`src/rtl/reduction_arbiter_if.sv`:
```
// Request/grant/result bundle between two requesters and reduction_arbiter.
// master = requester side, slave = arbiter side.
interface reduction_arbiter_if #(
    parameter int NIBBLES = 8
);
    logic [1:0]           req;
    logic [1:0]           op0;
    logic [1:0]           op1;
    logic [4*NIBBLES-1:0] data0;
    logic [4*NIBBLES-1:0] data1;
    logic [1:0]           gnt;
    logic                 busy;
    logic [1:0]           done;
    logic                 result;
    logic                 err;

    modport master (
        output req, op0, op1, data0, data1,
        input  gnt, busy, done, result, err
    );

    modport slave (
        input  req, op0, op1, data0, data1,
        output gnt, busy, done, result, err
    );
endinterface

```
`src/rtl/reduction_arbiter.sv`:
```
// Two-requester round-robin arbiter that reduces the winner's vector one nibble per cycle.
// Optional feature: define REDARB_XOR_EN to support op 10 (XOR); otherwise op 10 is reserved.
module reduction_arbiter #(
    parameter int NIBBLES = 8
) (
    input  logic               clk,
    input  logic               rst,
    reduction_arbiter_if.slave bus
);
    localparam int W  = 4 * NIBBLES;
    localparam int CW = (NIBBLES > 1) ? $clog2(NIBBLES) : 1;
    localparam logic [CW-1:0] LAST_NIB = CW'(NIBBLES - 1);

    localparam logic [1:0] OP_AND = 2'b00;
    localparam logic [1:0] OP_OR  = 2'b01;
`ifdef REDARB_XOR_EN
    localparam logic [1:0] OP_XOR = 2'b10;
`endif

    typedef enum logic [1:0] {IDLE, RUN, DONE} state_t;

    state_t          state_q, state_d;
    logic            ptr_q, ptr_d;
    logic            win_q, win_d;
    logic [CW-1:0]   cnt_q, cnt_d;
    logic            acc_q, acc_d;
    logic [1:0]      op_q, op_d;
    logic [W-1:0]    data_q, data_d;
    logic [1:0]      gnt_q, gnt_d;
    logic [1:0]      done_q, done_d;
    logic            result_q, result_d;
    logic            err_q, err_d;
    logic            win_sel;
    logic            op_ok;
    logic            nib_red;

    // Per-nibble reductions of the latched vector; the counter selects one each RUN cycle.
    logic [NIBBLES-1:0] nib_and;
    logic [NIBBLES-1:0] nib_or;
`ifdef REDARB_XOR_EN
    logic [NIBBLES-1:0] nib_xor;
`endif

    for (genvar gi = 0; gi < NIBBLES; gi++) begin : g_nib
        assign nib_and[gi] = &data_q[4*gi +: 4];
        assign nib_or[gi]  = |data_q[4*gi +: 4];
`ifdef REDARB_XOR_EN
        assign nib_xor[gi] = ^data_q[4*gi +: 4];
`endif
    end

    always_comb begin
        op_ok   = (op_q == OP_AND) || (op_q == OP_OR);
        nib_red = 1'b0;
        case (op_q)
            OP_AND:  nib_red = nib_and[cnt_q];
            OP_OR:   nib_red = nib_or[cnt_q];
`ifdef REDARB_XOR_EN
            OP_XOR:  nib_red = nib_xor[cnt_q];
`endif
            default: nib_red = 1'b0;
        endcase
`ifdef REDARB_XOR_EN
        if (op_q == OP_XOR) op_ok = 1'b1;
`endif
    end

    always_comb begin
        state_d  = state_q;
        ptr_d    = ptr_q;
        win_d    = win_q;
        cnt_d    = cnt_q;
        acc_d    = acc_q;
        op_d     = op_q;
        data_d   = data_q;
        gnt_d    = 2'b00;
        done_d   = 2'b00;
        result_d = 1'b0;
        err_d    = 1'b0;
        win_sel  = 1'b0;

        case (state_q)
            IDLE: begin
                case (bus.req)
                    2'b01:   win_sel = 1'b0;
                    2'b10:   win_sel = 1'b1;
                    default: win_sel = ptr_q;
                endcase
                if (bus.req != 2'b00) begin
                    win_d   = win_sel;
                    op_d    = win_sel ? bus.op1 : bus.op0;
                    data_d  = win_sel ? bus.data1 : bus.data0;
                    cnt_d   = '0;
                    acc_d   = (op_d == OP_AND);
                    gnt_d   = win_sel ? 2'b10 : 2'b01;
                    state_d = RUN;
                end
            end
            RUN: begin
                case (op_q)
                    OP_AND:  acc_d = acc_q & nib_red;
                    OP_OR:   acc_d = acc_q | nib_red;
`ifdef REDARB_XOR_EN
                    OP_XOR:  acc_d = acc_q ^ nib_red;
`endif
                    default: acc_d = acc_q;
                endcase
                cnt_d = cnt_q + CW'(1);
                if (cnt_q == LAST_NIB) begin
                    state_d  = DONE;
                    done_d   = win_q ? 2'b10 : 2'b01;
                    result_d = op_ok ? acc_d : 1'b0;
                    err_d    = ~op_ok;
                end
            end
            DONE: begin
                ptr_d   = ~win_q;
                state_d = IDLE;
            end
            default: state_d = IDLE;
        endcase
    end

    always_ff @(posedge clk) begin
        if (rst) begin
            state_q  <= IDLE;
            ptr_q    <= 1'b0;
            win_q    <= 1'b0;
            cnt_q    <= '0;
            acc_q    <= 1'b0;
            op_q     <= 2'b00;
            data_q   <= '0;
            gnt_q    <= 2'b00;
            done_q   <= 2'b00;
            result_q <= 1'b0;
            err_q    <= 1'b0;
        end else begin
            state_q  <= state_d;
            ptr_q    <= ptr_d;
            win_q    <= win_d;
            cnt_q    <= cnt_d;
            acc_q    <= acc_d;
            op_q     <= op_d;
            data_q   <= data_d;
            gnt_q    <= gnt_d;
            done_q   <= done_d;
            result_q <= result_d;
            err_q    <= err_d;
        end
    end

    assign bus.gnt    = gnt_q;
    assign bus.done   = done_q;
    assign bus.result = result_q;
    assign bus.err    = err_q;
    assign bus.busy   = (state_q == RUN) || (state_q == DONE);
endmodule

```
`src/flat_wrapper.sv`:
```
// flat-port wrapper written by rule: the top's interface ports become plain ports
module reduction_arbiter_flat 
#(
    parameter int NIBBLES = 8
)
  (clk, rst, bus_req, bus_op0, bus_op1, bus_data0, bus_data1, bus_gnt, bus_busy, bus_done, bus_result, bus_err);
  reduction_arbiter_if #(.NIBBLES(NIBBLES)) bus_i ();
  input  logic clk;
  input  logic rst;
  input wire logic [$bits(bus_i.req)-1:0] bus_req;
  input wire logic [$bits(bus_i.op0)-1:0] bus_op0;
  input wire logic [$bits(bus_i.op1)-1:0] bus_op1;
  input wire logic [$bits(bus_i.data0)-1:0] bus_data0;
  input wire logic [$bits(bus_i.data1)-1:0] bus_data1;
  output wire logic [$bits(bus_i.gnt)-1:0] bus_gnt;
  output wire logic [$bits(bus_i.busy)-1:0] bus_busy;
  output wire logic [$bits(bus_i.done)-1:0] bus_done;
  output wire logic [$bits(bus_i.result)-1:0] bus_result;
  output wire logic [$bits(bus_i.err)-1:0] bus_err;
  assign bus_i.req = bus_req;
  assign bus_i.op0 = bus_op0;
  assign bus_i.op1 = bus_op1;
  assign bus_i.data0 = bus_data0;
  assign bus_i.data1 = bus_data1;
  assign bus_gnt = bus_i.gnt;
  assign bus_busy = bus_i.busy;
  assign bus_done = bus_i.done;
  assign bus_result = bus_i.result;
  assign bus_err = bus_i.err;
  reduction_arbiter #(.NIBBLES(NIBBLES)) u_core (.clk(clk), .rst(rst), .bus(bus_i));
endmodule
```
`config.mk`:
```
export PLATFORM = sky130hd
export DESIGN_NAME = reduction_arbiter_flat
export DESIGN_NICKNAME = d
export VERILOG_FILES = /design/src/rtl/reduction_arbiter_if.sv /design/src/rtl/reduction_arbiter.sv /design/src/flat_wrapper.sv
export SDC_FILE = /design/constraint.sdc
export NUM_CORES = 1
export LEC_CHECK = 0
export BUFFER_PORTS_ARGS = -buffer_cell sky130_fd_sc_hd__buf_2
export CORE_MARGIN = 8
export CORE_UTILIZATION = 25
export CTS_CLUSTER_DIAMETER = 200
export DETAILED_ROUTE_END_ITERATION = 8
export GPL_TIMING_DRIVEN = 1
export MAX_ROUTING_LAYER = met4
export PLACE_DENSITY = 0.47
export RECOVER_POWER = 25
export SETUP_SLACK_MARGIN = 0.5
export SLEW_MARGIN = 10
export SYNTH_ARGS = -nofsm -noshare
export SYNTH_HDL_FRONTEND = slang
export SYNTH_SLANG_ARGS = --single-unit
```
`constraint.sdc`:
```
create_clock -name clk -period 2.4 [get_ports clk]
set_input_delay 0.36 -clock clk [delete_from_list [all_inputs] [get_ports clk]]
set_output_delay 0.36 -clock clk [all_outputs]
set_load 0.02 [all_outputs]
```
==> tab_implementation.tex, run 1 <==
\begin{tabular}{lr}
\hline
Metric & Value \\
\hline
\multicolumn{2}{l}{\textbf{Synth}} \\
Number of synthesized register bits & 48 \\
Proportion of synthesized chip area in sequential cells & between 40\% and 50\% \\
Syn\_nets & about 340 \\
Proportion of synthesized area in mux cells & roughly 17\% \\
Number of instances in the synthesized netlist & between 200 and 300 \\
Largest family of logic cells by synthesized area & simple AND/OR/NAND/NOR gates \\
Mean area per synthesized cell & between 8 and 9 um2 \\
Share of async-settable or async-resettable flops after synthesis & 0\% \\
Prevailing post-synth register cell & sky130\_fd\_sc\_hd\_\_dfxtp\_1 \\
Complex-gate fraction of the synthesized area & around 15\% \\
Cell area after synthesis & approximately 2300 um2 \\
Post-Synth XOR/XNOR Area & 0\% \\
Number of flops mapped to enable cells by yosys & 0 \\
Distinct cells, synth & 36 \\
Number of warnings reported in the yosys synthesis log & 0 \\
Simple-Gate Fraction of Synth Area & around 19\% \\
Adder-cell share of the synthesized area & between 3 and 4\% \\
\multicolumn{2}{l}{\textbf{Layout}} \\
Final non-filler cell total & 450 \\
Final layout net count & around 420 \\
Commonest cells after routing, fill and taps aside & sky130\_fd\_sc\_hd\_\_buf\_2 (72), sky130\_fd\_sc\_hd\_\_dfxtp\_1 (46), sky130\_fd\_sc\_hd\_\_nand2\_1 (42), sky130\_fd\_sc\_hd\_\_o21ai\_0 (36), sky130\_fd\_sc\_hd\_\_mux2i\_1 (35) \\
Ant diodes & 0 \\
Layout cell share with drive strength beyond 1 & a little over a quarter \\
Leading cell type in the layout, fill and taps excluded & sky130\_fd\_sc\_hd\_\_buf\_2 \\
Synth-to-layout area growth & 26.46\% \\
\multicolumn{2}{l}{\textbf{Flow run}} \\
Maxcap violations & 0 \\
\multicolumn{2}{l}{\textbf{Route}} \\
Number of vias per cell after detailed routing & approximately 4.6 \\
WL final & 5942 um \\
Starting DRT DRC Count & a little under 50 \\
First-pass iteration count of the detailed router & 4 \\
Routed Antenna Nets & 0 \\
Mean routed wirelength per cell & approximately 13 um \\
Post-route DRC & 0 \\
Via Count & just over 2k \\
\multicolumn{2}{l}{\textbf{Power and ir drop}} \\
Clock share of power & 27.0\% \\
Internal power & between 0.001 and 0.0015 W \\
Share of total power in combinational logic & a little under a fifth \\
Relative contribution of sequential cells to total power & 54.0\% \\
Switching share of total power & $\sim$28\% \\
Power density cells & about 590 nW/um2 \\
Largest voltage drop on the vdd net & about 0.22 mV \\
Total power consumption of the routed design & 0.001705 W \\
Standby leakage power & approximately 1.4 nW \\
Net switching power of the design & 0.0004856 W \\
\multicolumn{2}{l}{\textbf{Floorplan}} \\
Count of boundary I/O pins & between 70 and 80 \\
Die area & about 12000 um2 \\
Row cnt & 35 \\
Die outline width & approximately 110 um \\
Die extent in y & around 110 um \\
Initial Util & 25.24\% \\
Floorplan Core Area & about 9000 um2 \\
\multicolumn{2}{l}{\textbf{Worst hold path}} \\
Kind of path behind the tightest hold check & primary input to register \\
\multicolumn{2}{l}{\textbf{Placement}} \\
Post-detailed-placement half-perimeter wirelength & roughly 4700 um \\
RePlAce Congestion & roughly 0.79 \\
\# port buffers & a little under 80 \\
Cell count after placement & approximately 440 \\
\multicolumn{2}{l}{\textbf{GRT}} \\
Gr ovfl total & 0 \\
Number of global-route vias before repair & roughly 2.2k \\
Largest net degree at the start of global routing & 28 \\
Global-route wire length before repair & 9929 um \\
Initial antenna violation count & 0 \\
Overall Global Routing Usage & between 9 and 10\% \\
\multicolumn{2}{l}{\textbf{Timing}} \\
Worst clock skew & slightly above 6 ps \\
Period utilization & slightly below 80\% \\
Worst Tran Pin Value & 646.2 ps \\
Unrepaired setup endpoints after global routing & false \\
Max Transition Viols Final & 0 \\
Final Hold Violating Endpoints & 0 \\
Final total negative setup slack & 0 ps \\
Highest Clock Rate & $\sim$530 MHz \\
Relative slew slack & 56.92\% \\
Time the worst path needs with I/O delays and setup & between 1500 and 2000 ps \\
Count of endpoints failing setup in the final report & 0 \\
\multicolumn{2}{l}{\textbf{Clock network}} \\
Total clock sinks & 48 \\
Buffers from clock root to sink, at most & 2 \\
Clock H-tree levels & 2 \\
Clock slew at the register clock pins of the worst setup and hold paths & 90 ps \\
Num CTS Buffers & 5 \\
Clk root buf & sky130\_fd\_sc\_hd\_\_clkbuf\_8 \\
Clk\_lat worst skew & about 300 ps \\
TritonCTS clock tree & built \\
Count of buffers added by post-CTS timing repair for setup & 0 \\
Post-CTS Hold Fix Bufs & 0 \\
\multicolumn{2}{l}{\textbf{Setup path}} \\
Required time reported for the critical path endpoint & roughly 2600 ps \\
Slowest CP cell & sky130\_fd\_sc\_hd\_\_clkbuf\_1 \\
Largest stage delay, worst path & $\sim$500 ps \\
Kind of critical path & register to register \\
Worst-path cell chain & clkbuf\_1, o41ai\_1, o21a\_1, o32a\_1, a32o\_1, a211oi\_2 \\
Kind of start point of the critical path & register \\
Category of cells accounting for the largest share of critical-path delay & compound AO/OA/AOI/OAI gates \\
Endpoint class of the critical path & register \\
Maximum fanout encountered on the critical timing path & 14 \\
Buffering stage count on the worst path with inverters included & 1 \\
Critical Path AT & roughly 2100 ps \\
\multicolumn{2}{l}{\textbf{Run status}} \\
Result of the run & complete, no violations \\
\hline
\end{tabular}
registers in the layout, indices dropped and copies added, names as in the netlist:
| name | flops |
|---|---|
| u_core.data_q | 32 |
| u_core.cnt_q | 3 |
| u_core.bus.done | 2 |
| u_core.bus.gnt | 2 |
| u_core.op_q | 2 |
| u_core.state_q | 2 |
| u_core.acc_q | 1 |
| u_core.bus.err | 1 |
| u_core.bus.result | 1 |
| u_core.ptr_q | 1 |
| u_core.win_q | 1 |
routing by layer:
metal	share of wire [%]	global-route usage, %
met1	52	12.47
met2	43	14.98
met3	3.8	2.597
met4	1.4	3.373
met5	0	-
path summary, 6_finish.rpt:
kind / from / end / slack (ps) / cells past startpoint
setup / recovery: u_core.cnt_q[0] / u_core.bus.result / 510 / 6
hold / removal: bus_data1[26] / u_core.data_q[26] / 330 / 3
setup reg to reg: u_core.cnt_q[0] / u_core.bus.result / 510 / 6
hold reg to reg: u_core.win_q / u_core.bus.done[1] / 480 / 2
cells by family (layout without fill, tap and decap cells):
kind of cell	after synthesis	count (layout)
and+or+nand+nor	92	92
AOI/OAI and AO/OA	58	58
DFF	48	48
muxes	38	38
buffers and inverters	21	96
adders and majority gates	7	7
synth_stat cells (2+ instances only):
library cell	count	area, um2
sky130_fd_sc_hd__nor2_1	20	75.07
sky130_fd_sc_hd__clkbuf_1	10	37.54
sky130_fd_sc_hd__mux2i_1	36	360.4
sky130_fd_sc_hd__mux2_2	2	22.52
sky130_fd_sc_hd__a21oi_1	4	20.02
sky130_fd_sc_hd__nor4_1	3	18.77
sky130_fd_sc_hd__a21o_1	2	15.01
sky130_fd_sc_hd__dfxtp_1	48	960.9
sky130_fd_sc_hd__nor3_1	4	20.02
sky130_fd_sc_hd__o22ai_1	2	12.51
sky130_fd_sc_hd__ha_1	7	87.58
sky130_fd_sc_hd__nand3b_1	2	15.01
sky130_fd_sc_hd__o21ai_0	36	180.2
sky130_fd_sc_hd__a32oi_1	2	17.52
sky130_fd_sc_hd__nand3_1	2	10.01
sky130_fd_sc_hd__o32a_1	2	20.02
sky130_fd_sc_hd__nand2_1	42	157.7
sky130_fd_sc_hd__or4_1	2	15.01
sky130_fd_sc_hd__nand4_1	9	56.30
sky130_fd_sc_hd__buf_2	5	25.02
sky130_fd_sc_hd__nor2b_1	4	25.02
sky130_fd_sc_hd__inv_1	6	22.52
tightest hold or removal path: cells and delay by family:
kind | cells | cell delay, ps
compound gates | 1 | 120
buf+inv | 1 | 70
mux | 1 | 50
layout make-up:
type / count / area (um2)
clock inverter: 1 / 5.005
tap: 111 / 138.9
inverter: 6 / 22.52
multi-input combinational: 195 / 1267
sequential: 48 / 963.4
clock buffer: 6 / 72.57
timing repair buffer: 83 / 424.2
fill: 1017 / 6171
repair_timing:
| item | in CTS | in global routing |
|---|---|---|
| endpoints found under the setup margin | 23 | 30 |
| pin swaps | 0 | 0 |
| resized for setup | 2 | 5 |
| endpoints found under the hold margin | 0 | 0 |
per-stage QoR:
step	hold WS [ps]	setup slack [ps]	util, %	area (um2)
6_report	330.2	508.4	31.93	2894
5_1_grt	343.6	334.0	31.93	2894
4_1_cts	326.4	537.4	31.91	2893
3_5_place_dp	466.1	416.5	30.97	2808
3_3_place_gp	456.5	466.5	30.97	2808
2_1_floorplan	426.6	504.7	-	2288
power groups by stage:
stage | registers, W | clock network [W] | logic, W
floorplan | 0.000928 | 0 | 0.000207
global placement | 0.000938 | 0 | 0.000322
detailed placement | 0.000939 | 0 | 0.000327
CTS | 0.000921 | 0.000480 | 0.000330
global route | 0.000932 | 0.000513 | 0.000370
finish | 0.000921 | 0.000460 | 0.000324
Note: power is estimated with default switching activity, not from simulation.
==> run 2: changes to the inputs <==
--- a/config.mk
+++ b/config.mk
@@ -5,6 +5,7 @@
 export SDC_FILE = /design/constraint.sdc
 export NUM_CORES = 1
 export LEC_CHECK = 0
+export ABC_AREA = 1
 export BUFFER_PORTS_ARGS = -buffer_cell sky130_fd_sc_hd__buf_2
 export CORE_MARGIN = 8
 export CORE_UTILIZATION = 25
==> constraint.sdc (replaced) <==
create_clock -name clk -period 1.7 [get_ports clk]
set_input_delay 0.255 -clock clk [delete_from_list [all_inputs] [get_ports clk]]
set_output_delay 0.255 -clock clk [all_outputs]
set_load 0.02 [all_outputs]
==> run 2 against run 1 <==
Compared with the run above: setup slack worse by 340 ps; hold slack worse by 180 ps; synthesized cell count is 30% higher; sequential power is 67% higher; area after synthesis is 13% higher; clock skew is 4.2 ps higher; critical path type unchanged; highest routed layer unchanged.
==> tab_implementation.tex, run 2 <==
\begin{tabular}{lr}
\hline
Metric & Value \\
\hline
\multicolumn{2}{l}{\textbf{Layout}} \\
Largest registers ranked by flip-flop count & u\_core.data\_q (32), u\_core.cnt\_q (3) \\
Number of fill cells in the layout & around 1.1k \\
Flip-flop count of the largest register, all copies and words added & 32 \\
Commonest cells after routing, fill and taps aside & sky130\_fd\_sc\_hd\_\_nand2\_1 (82), sky130\_fd\_sc\_hd\_\_buf\_2 (70), sky130\_fd\_sc\_hd\_\_dfxtp\_1 (46), sky130\_fd\_sc\_hd\_\_nor2\_1 (38), sky130\_fd\_sc\_hd\_\_nand3\_2 (26) \\
Final layout net count & about 530 \\
Leading cell type in the layout, fill and taps excluded & sky130\_fd\_sc\_hd\_\_nand2\_1 \\
Final non-filler cell total & roughly 590 \\
Layout cell share with drive strength beyond 1 & between 40\% and 50\% \\
Synth-to-layout area growth & 47.33\% \\
Largest Register & u\_core.data\_q \\
Ant diodes & 0 \\
\multicolumn{2}{l}{\textbf{Route}} \\
WL final & 7803 um \\
Routed Antenna Nets & 0 \\
Post-route DRC & 0 \\
Mean routed wirelength per cell & about 13 um \\
Starting DRT DRC Count & 65 \\
Number of vias per cell after detailed routing & around 4.3 \\
Via Count & roughly 2.5k \\
First-pass iteration count of the detailed router & 4 \\
\multicolumn{2}{l}{\textbf{Clock network}} \\
Clk root buf & sky130\_fd\_sc\_hd\_\_clkbuf\_8 \\
TritonCTS clock tree & built \\
Num CTS Buffers & 5 \\
Clock H-tree levels & 2 \\
Total clock sinks & 48 \\
Clk\_lat worst skew & 300 ps \\
Clock slew at the register clock pins of the worst setup and hold paths & approximately 80 ps \\
Buffers from clock root to sink, at most & 2 \\
\multicolumn{2}{l}{\textbf{GRT}} \\
Overall Global Routing Usage & approximately an eighth \\
Global-route wire length before repair & $\sim$13000 um \\
Number of global-route vias before repair & 2772 \\
Initial antenna violation count & 0 \\
Largest net degree at the start of global routing & 14 \\
Gr ovfl total & 0 \\
\multicolumn{2}{l}{\textbf{Flow run}} \\
Maxcap violations & 0 \\
\multicolumn{2}{l}{\textbf{Setup path}} \\
Required time reported for the critical path endpoint & 1950 ps \\
Critical Path AT & 1780 ps \\
Reg-to-reg startpoint & u\_core.state\_q[1] \\
Maximum fanout encountered on the critical timing path & 5 \\
Kind of start point of the critical path & register \\
Setup slack of the most critical reg-to-reg path & roughly 160 ps \\
Worst-path cell chain & inv\_1, ha\_4, inv\_2, nor2\_4, inv\_2, nor2\_8, inv\_8, nor2\_8, buf\_12, clkbuf\_16, nand2\_4, nand3\_2 \\
Capture instance of the worst register-to-register path & u\_core.data\_q[17] \\
Endpoint class of the critical path & register \\
Depth of the worst register-to-register path & 12 \\
Termination of the worst setup path & u\_core.data\_q[17] \\
Kind of critical path & register to register \\
Slowest CP cell & sky130\_fd\_sc\_hd\_\_dfxtp\_1 \\
Largest stage delay, worst path & roughly 320 ps \\
Origin of the worst setup path & u\_core.state\_q[1] \\
\multicolumn{2}{l}{\textbf{Timing}} \\
Unrepaired setup endpoints after global routing & true \\
Worst Tran Pin Value & roughly 300 ps \\
Highest Clock Rate & 651.1 MHz \\
Max Transition Viols Final & 0 \\
Worst clock skew & approximately 10 ps \\
Relative slew slack & between 70\% and 80\% \\
Final Hold Violating Endpoints & 0 \\
Worst hold margin & 153.1 ps \\
Final critical-path setup slack & roughly 160 ps \\
Count of endpoints failing setup in the final report & 0 \\
Period utilization & about nine tenths \\
Time the worst path needs with I/O delays and setup & 1536 ps \\
\multicolumn{2}{l}{\textbf{Synth}} \\
Proportion of synthesized chip area in sequential cells & 37.28\% \\
Mean area per synthesized cell & 7.514 um2 \\
Library cell occupying the most area in the post-synthesis netlist & sky130\_fd\_sc\_hd\_\_dfxtp\_1 \\
Distinct cells, synth & 30 \\
Most common cell in the netlist & sky130\_fd\_sc\_hd\_\_nand2\_1 \\
Number of flops mapped to enable cells by yosys & 0 \\
Area fraction of the dominant cell type after synthesis & between 30\% and 40\% \\
Number of synthesized register bits & 48 \\
Number of instances in the synthesized netlist & 343 \\
Cell area after synthesis & between 2000 and 3000 um2 \\
Number of warnings reported in the yosys synthesis log & 0 \\
Prevailing post-synth register cell & sky130\_fd\_sc\_hd\_\_dfxtp\_1 \\
Syn\_nets & around 420 \\
Commonest cells post-synth & sky130\_fd\_sc\_hd\_\_nand2\_1 (93), sky130\_fd\_sc\_hd\_\_dfxtp\_1 (48), sky130\_fd\_sc\_hd\_\_nor2\_1 (44) \\
Leading cell types by total area after synthesis & sky130\_fd\_sc\_hd\_\_dfxtp\_1 (37\%), sky130\_fd\_sc\_hd\_\_nand2\_1 (14\%), sky130\_fd\_sc\_hd\_\_nand3\_2 (6.6\%) \\
Share of async-settable or async-resettable flops after synthesis & 0\% \\
\multicolumn{2}{l}{\textbf{Floorplan}} \\
Count of boundary I/O pins & 79 \\
Initial Util & $\sim$25\% \\
Die extent in y & roughly 120 um \\
Die outline width & between 100 and 150 um \\
Die area & between 10000 and 15000 um2 \\
Floorplan Core Area & a little over 10000 um2 \\
Row cnt & 37 \\
\multicolumn{2}{l}{\textbf{Power and ir drop}} \\
Largest voltage drop on the vdd net & between 0.3 and 0.4 mV \\
Standby leakage power & about 1.8 nW \\
Power density cells & 1074 nW/um2 \\
\multicolumn{2}{l}{\textbf{Placement}} \\
Post-detailed-placement half-perimeter wirelength & 5465 um \\
RePlAce Congestion & between 0.7 and 0.8 \\
Place WS & -41.22 ps \\
Cell count after placement & 552 \\
\# port buffers & 78 \\
\multicolumn{2}{l}{\textbf{Run status}} \\
Result of the run & complete, no violations \\
\multicolumn{2}{l}{\textbf{Worst hold path}} \\
Kind of path behind the tightest hold check & primary input to register \\
\hline
\end{tabular}
run 2: logic make-up after synthesis:
| kind of cell | synth area share, % |
|---|---|
| simple gates | 40.10 |
| compound gates | 10.00 |
| fa+ha+maj | 3.398 |
| buf+inv | 9.223 |
| flops | 37.28 |
run 2: cell type report:
cell class              instances  area, um2  share of cell area (%)
clock buffers                   6      72.57                   1.911
clock inverters                 1      5.005                  0.1318
repair inverters                1      7.507                  0.1977
multi-input cells             255       1620                   42.67
flip-flops and latches         48      968.4                   25.50
well taps                     136      170.2                   4.481
inverters                      30      146.4                   3.855
repair buffers                111      807.0                   21.25
run 2: repair_timing:
| action | CTS | global route |
|---|---|---|
| pin swaps | 17 | 29 |
| hold buffers | 0 | 0 |
| gates resized for setup | 47 | 30 |
| setup buffers | 19 | 4 |
| setup endpoints to repair | 48 | 45 |
| cloned | 4 | 2 |
run 2: layer usage:
layer  global-route usage, %  wire length, um  vias to the layer above
li1                        -                -                     1315
met1                   14.44             3807                     1128
met2                   19.29             3747                       56
met3                   2.254              190                        6
met4                   2.642               58                        0
met5                       -                0                        -
run 2: worst min path at each step:
stage / start / end / slack (ps) / depth (start not counted)
4_1_cts: bus_data0[1] / u_core.data_q[1] / 140 / 3
6_report: bus_data1[19] / u_core.data_q[19] / 150 / 3
2_1_floorplan: bus_data1[12] / u_core.data_q[12] / 350 / 2
3_3_place_gp: u_core.win_q / u_core.bus.done[0] / 450 / 1
5_1_grt: bus_data1[11] / u_core.data_q[11] / 140 / 3
3_5_place_dp: u_core.win_q / u_core.bus.done[0] / 460 / 1
run 2: report_power, final:
group | switching [W] | internal [W] | leakage, nW | total [W]
Clock | 0.000372 | 0.000281 | 0.0410 | 0.000653
Sequential | 0.000174 | 0.00137 | 0.396 | 0.00154
Combinational | 0.000994 | 0.000889 | 1.39 | 0.00188
Total | 0.00154 | 0.00254 | 1.83 | 0.00408
run 2: metrics by stage:
step	instance area [um2]	utilization, %	total power (W)	TNS (ps)
final	3797	37.29	0.004077	0
after global routing	3797	37.29	0.004393	0
after CTS	3598	35.33	0.003952	0
after detailed placement	3138	30.81	0.002843	-66.68
after global placement	3138	30.81	0.002831	0
after floorplan	2658	-	0.002541	0
run 2: worst max-delay path: cells and delay by family (launching register included):
kind	cells	cell delay, ps
flops	1	320
buf+inv	6	560
simple gates	5	460
fa+ha+maj	1	140
==> run 3: changes to the inputs <==
--- a/config.mk
+++ b/config.mk
@@ -15,7 +15,7 @@
 export MAX_ROUTING_LAYER = met4
 export PLACE_DENSITY = 0.47
 export RECOVER_POWER = 25
-export SETUP_SLACK_MARGIN = 0.5
+export SETUP_SLACK_MARGIN = 0.4
 export SLEW_MARGIN = 10
 export SYNTH_ARGS = -nofsm -noshare
 export SYNTH_HDL_FRONTEND = slang
==> run 3 against run 2 <==
Compared with the run above: critical path depth decreased by 1; sequential power about the same; maximum frequency increased by 3.6%; largest cell class unchanged; die area unchanged; sequential share of layout area increased by 1.9 points; combinational power decreased by 18%; critical path type unchanged.
==> tab_implementation.tex, run 3 (synthesized netlist as in run 2, its figures left out) <==
\begin{tabular}{lr}
\hline
Metric & Value \\
\hline
\multicolumn{2}{l}{\textbf{Clock network}} \\
Clk\_lat worst skew & approximately 300 ps \\
Post-CTS Hold Fix Bufs & 0 \\
TritonCTS clock tree & built \\
Buffers from clock root to sink, at most & 2 \\
Clock slew at the register clock pins of the worst setup and hold paths & roughly 100 ps \\
Total clock sinks & between 40 and 50 \\
Clock H-tree levels & 2 \\
Num CTS Buffers & 5 \\
Clk root buf & sky130\_fd\_sc\_hd\_\_clkbuf\_8 \\
\multicolumn{2}{l}{\textbf{Placement}} \\
Post-detailed-placement half-perimeter wirelength & roughly 5600 um \\
\# port buffers & 78 \\
RePlAce Congestion & roughly 0.8 \\
\multicolumn{2}{l}{\textbf{Setup path}} \\
Critical Path AT & 1710 ps \\
Kind of start point of the critical path & register \\
Category of cells accounting for the largest share of critical-path delay & buffers and inverters \\
Kind of critical path & register to register \\
Setup slack of the most critical reg-to-reg path & 220 ps \\
Buffering stage count on the worst path with inverters included & 5 \\
Origin of the worst setup path & u\_core.state\_q[0] \\
Maximum fanout encountered on the critical timing path & 8 \\
Slowest CP cell & sky130\_fd\_sc\_hd\_\_dfxtp\_1 \\
Endpoint class of the critical path & register \\
Largest stage delay, worst path & between 300 and 400 ps \\
Required time reported for the critical path endpoint & between 1500 and 2000 ps \\
Reg-to-reg startpoint & u\_core.state\_q[0] \\
Worst-path cell chain & inv\_1, ha\_4, inv\_2, nor2\_4, inv\_2, nor2\_8, inv\_8, nor2\_8, buf\_12, nand2\_2, o211ai\_1 \\
\multicolumn{2}{l}{\textbf{Power and ir drop}} \\
Power density cells & $\sim$1100 nW/um2 \\
Total power consumption of the routed design & roughly 0.0039 W \\
Clock share of power & a little over a fifth \\
Standby leakage power & 1.723 nW \\
Relative contribution of sequential cells to total power & 39.3\% \\
Largest voltage drop on the vdd net & $\sim$0.4 mV \\
Net switching power of the design & 0.001432 W \\
Switching share of total power & 36.46\% \\
Internal power & 0.002496 W \\
Share of total power in combinational logic & between 30\% and 40\% \\
\multicolumn{2}{l}{\textbf{Timing}} \\
Period utilization & 87.18\% \\
Relative slew slack & 83.17\% \\
Final total negative setup slack & 0 ps \\
Unrepaired setup endpoints after global routing & true \\
Worst hold margin & 136.7 ps \\
Worst Tran Pin Value & 249.8 ps \\
Final Hold Violating Endpoints & 0 \\
Max Transition Viols Final & 0 \\
Time the worst path needs with I/O delays and setup & 1482 ps \\
Count of endpoints failing setup in the final report & 0 \\
Highest Clock Rate & between 600 and 700 MHz \\
Worst clock skew & 6.867 ps \\
\multicolumn{2}{l}{\textbf{Layout}} \\
Final layout net count & between 500 and 600 \\
Ant diodes & 0 \\
Number of fill cells in the layout & 1112 \\
Largest Register & u\_core.data\_q \\
Leading cell type in the layout, fill and taps excluded & sky130\_fd\_sc\_hd\_\_nand2\_1 \\
Layout cell share with drive strength beyond 1 & roughly two fifths \\
Synth-to-layout area growth & 36.65\% \\
Largest registers ranked by flip-flop count & u\_core.data\_q (32), u\_core.cnt\_q (3) \\
Commonest cells after routing, fill and taps aside & sky130\_fd\_sc\_hd\_\_nand2\_1 (79), sky130\_fd\_sc\_hd\_\_buf\_2 (71), sky130\_fd\_sc\_hd\_\_dfxtp\_1 (46), sky130\_fd\_sc\_hd\_\_nor2\_1 (43), sky130\_fd\_sc\_hd\_\_nand3\_1 (25) \\
Flip-flop count of the largest register, all copies and words added & 32 \\
\multicolumn{2}{l}{\textbf{Floorplan}} \\
Die extent in y & about 120 um \\
Initial Util & $\sim$25\% \\
Floorplan Core Area & just over 10000 um2 \\
Die outline width & between 100 and 150 um \\
Row cnt & 37 \\
Count of boundary I/O pins & a little under 80 \\
Die area & around 14000 um2 \\
\multicolumn{2}{l}{\textbf{GRT}} \\
Number of global-route vias before repair & 2697 \\
Global-route wire length before repair & between 10000 and 15000 um \\
Overall Global Routing Usage & between 10 and 15\% \\
Initial antenna violation count & 0 \\
Largest net degree at the start of global routing & 15 \\
Gr ovfl total & 0 \\
\multicolumn{2}{l}{\textbf{Route}} \\
Via Count & approximately 2.5k \\
Starting DRT DRC Count & between 80 and 90 \\
WL final & 7525 um \\
Mean routed wirelength per cell & around 13 um \\
Post-route DRC & 0 \\
First-pass iteration count of the detailed router & 4 \\
Number of vias per cell after detailed routing & approximately 4.3 \\
Routed Antenna Nets & 0 \\
\multicolumn{2}{l}{\textbf{Run status}} \\
Result of the run & complete, no violations \\
\multicolumn{2}{l}{\textbf{Worst hold path}} \\
Start point of the worst hold path & bus\_data0[15] \\
Kind of path behind the tightest hold check & primary input to register \\
\multicolumn{2}{l}{\textbf{Flow run}} \\
Maxcap violations & 0 \\
\hline
\end{tabular}
[run 3: power groups by stage]
stage	registers, W	clock network, W	logic (W)
6_report	0.00154	0.000837	0.00155
3_3_place_gp	0.00158	0	0.00127
4_1_cts	0.00155	0.000866	0.00156
5_1_grt	0.00158	0.000901	0.00174
3_5_place_dp	0.00158	0	0.00126
2_1_floorplan	0.00153	0	0.000969
[run 3: worst paths after layout]
path                                      endpoint  cells after the start
worst max-delay path              u_core.data_q[4]                     11
worst min register to register  u_core.bus.done[0]                      1
worst min-delay path             u_core.data_q[15]                      3
worst max register to register    u_core.data_q[4]                     11
[run 3: worst register-to-register path, delay by kind of cell, from the launching register on]
family / cells / cell delay (ps)
and+or+nand+nor: 4 / 420
DFF: 1 / 320
buffers and inverters: 5 / 440
adders and majority gates: 1 / 150
AOI/OAI and AO/OA: 1 / 70
[run 3: through the flow]
| step | instance area (um2) | instances | setup WS [ps] | util [%] |
|---|---|---|---|---|
| 4_1_cts | 3506 | 577 | 235.5 | 34.42 |
| 2_1_floorplan | 2624 | 343 | 352.7 | - |
| 3_3_place_gp | 3141 | 554 | 187.6 | 30.84 |
| 5_1_grt | 3522 | 579 | 90.17 | 34.58 |
| 6_report | 3522 | 579 | 218.0 | 34.58 |
| 3_5_place_dp | 3141 | 554 | 158.7 | 30.84 |
[run 3: layout make-up]
cell class                 count  area [um2]  area share [%]
sequential                    48       965.9           27.42
inverter                      30       132.6           3.766
clock inverter                 2       35.03          0.9947
multi-input combinational    255        1509           42.84
clock buffer                   6       72.57           2.060
tap                          136       170.2           4.831
timing repair buffer         102       636.9           18.08
[run 3: timing repair]
action,CTS,global route
endpoints found under the hold margin,0,0
pin swaps,22,15
gates cloned,3,0
gates resized for setup,36,8
buffers inserted,12,2
setup endpoints to repair,44,48
[run 3: per-layer routing]
| metal | up-vias | share of wire [%] | wire length [um] | track usage [%] |
|---|---|---|---|---|
| met5 | - | 0 | 0 | - |
| met4 | 0 | 0.77 | 58 | 2.402 |
| met3 | 6 | 2.4 | 179 | 1.823 |
| met2 | 58 | 47 | 3541 | 18.72 |
| met1 | 1117 | 50 | 3745 | 13.46 |
| li1 | 1298 | - | - | - |
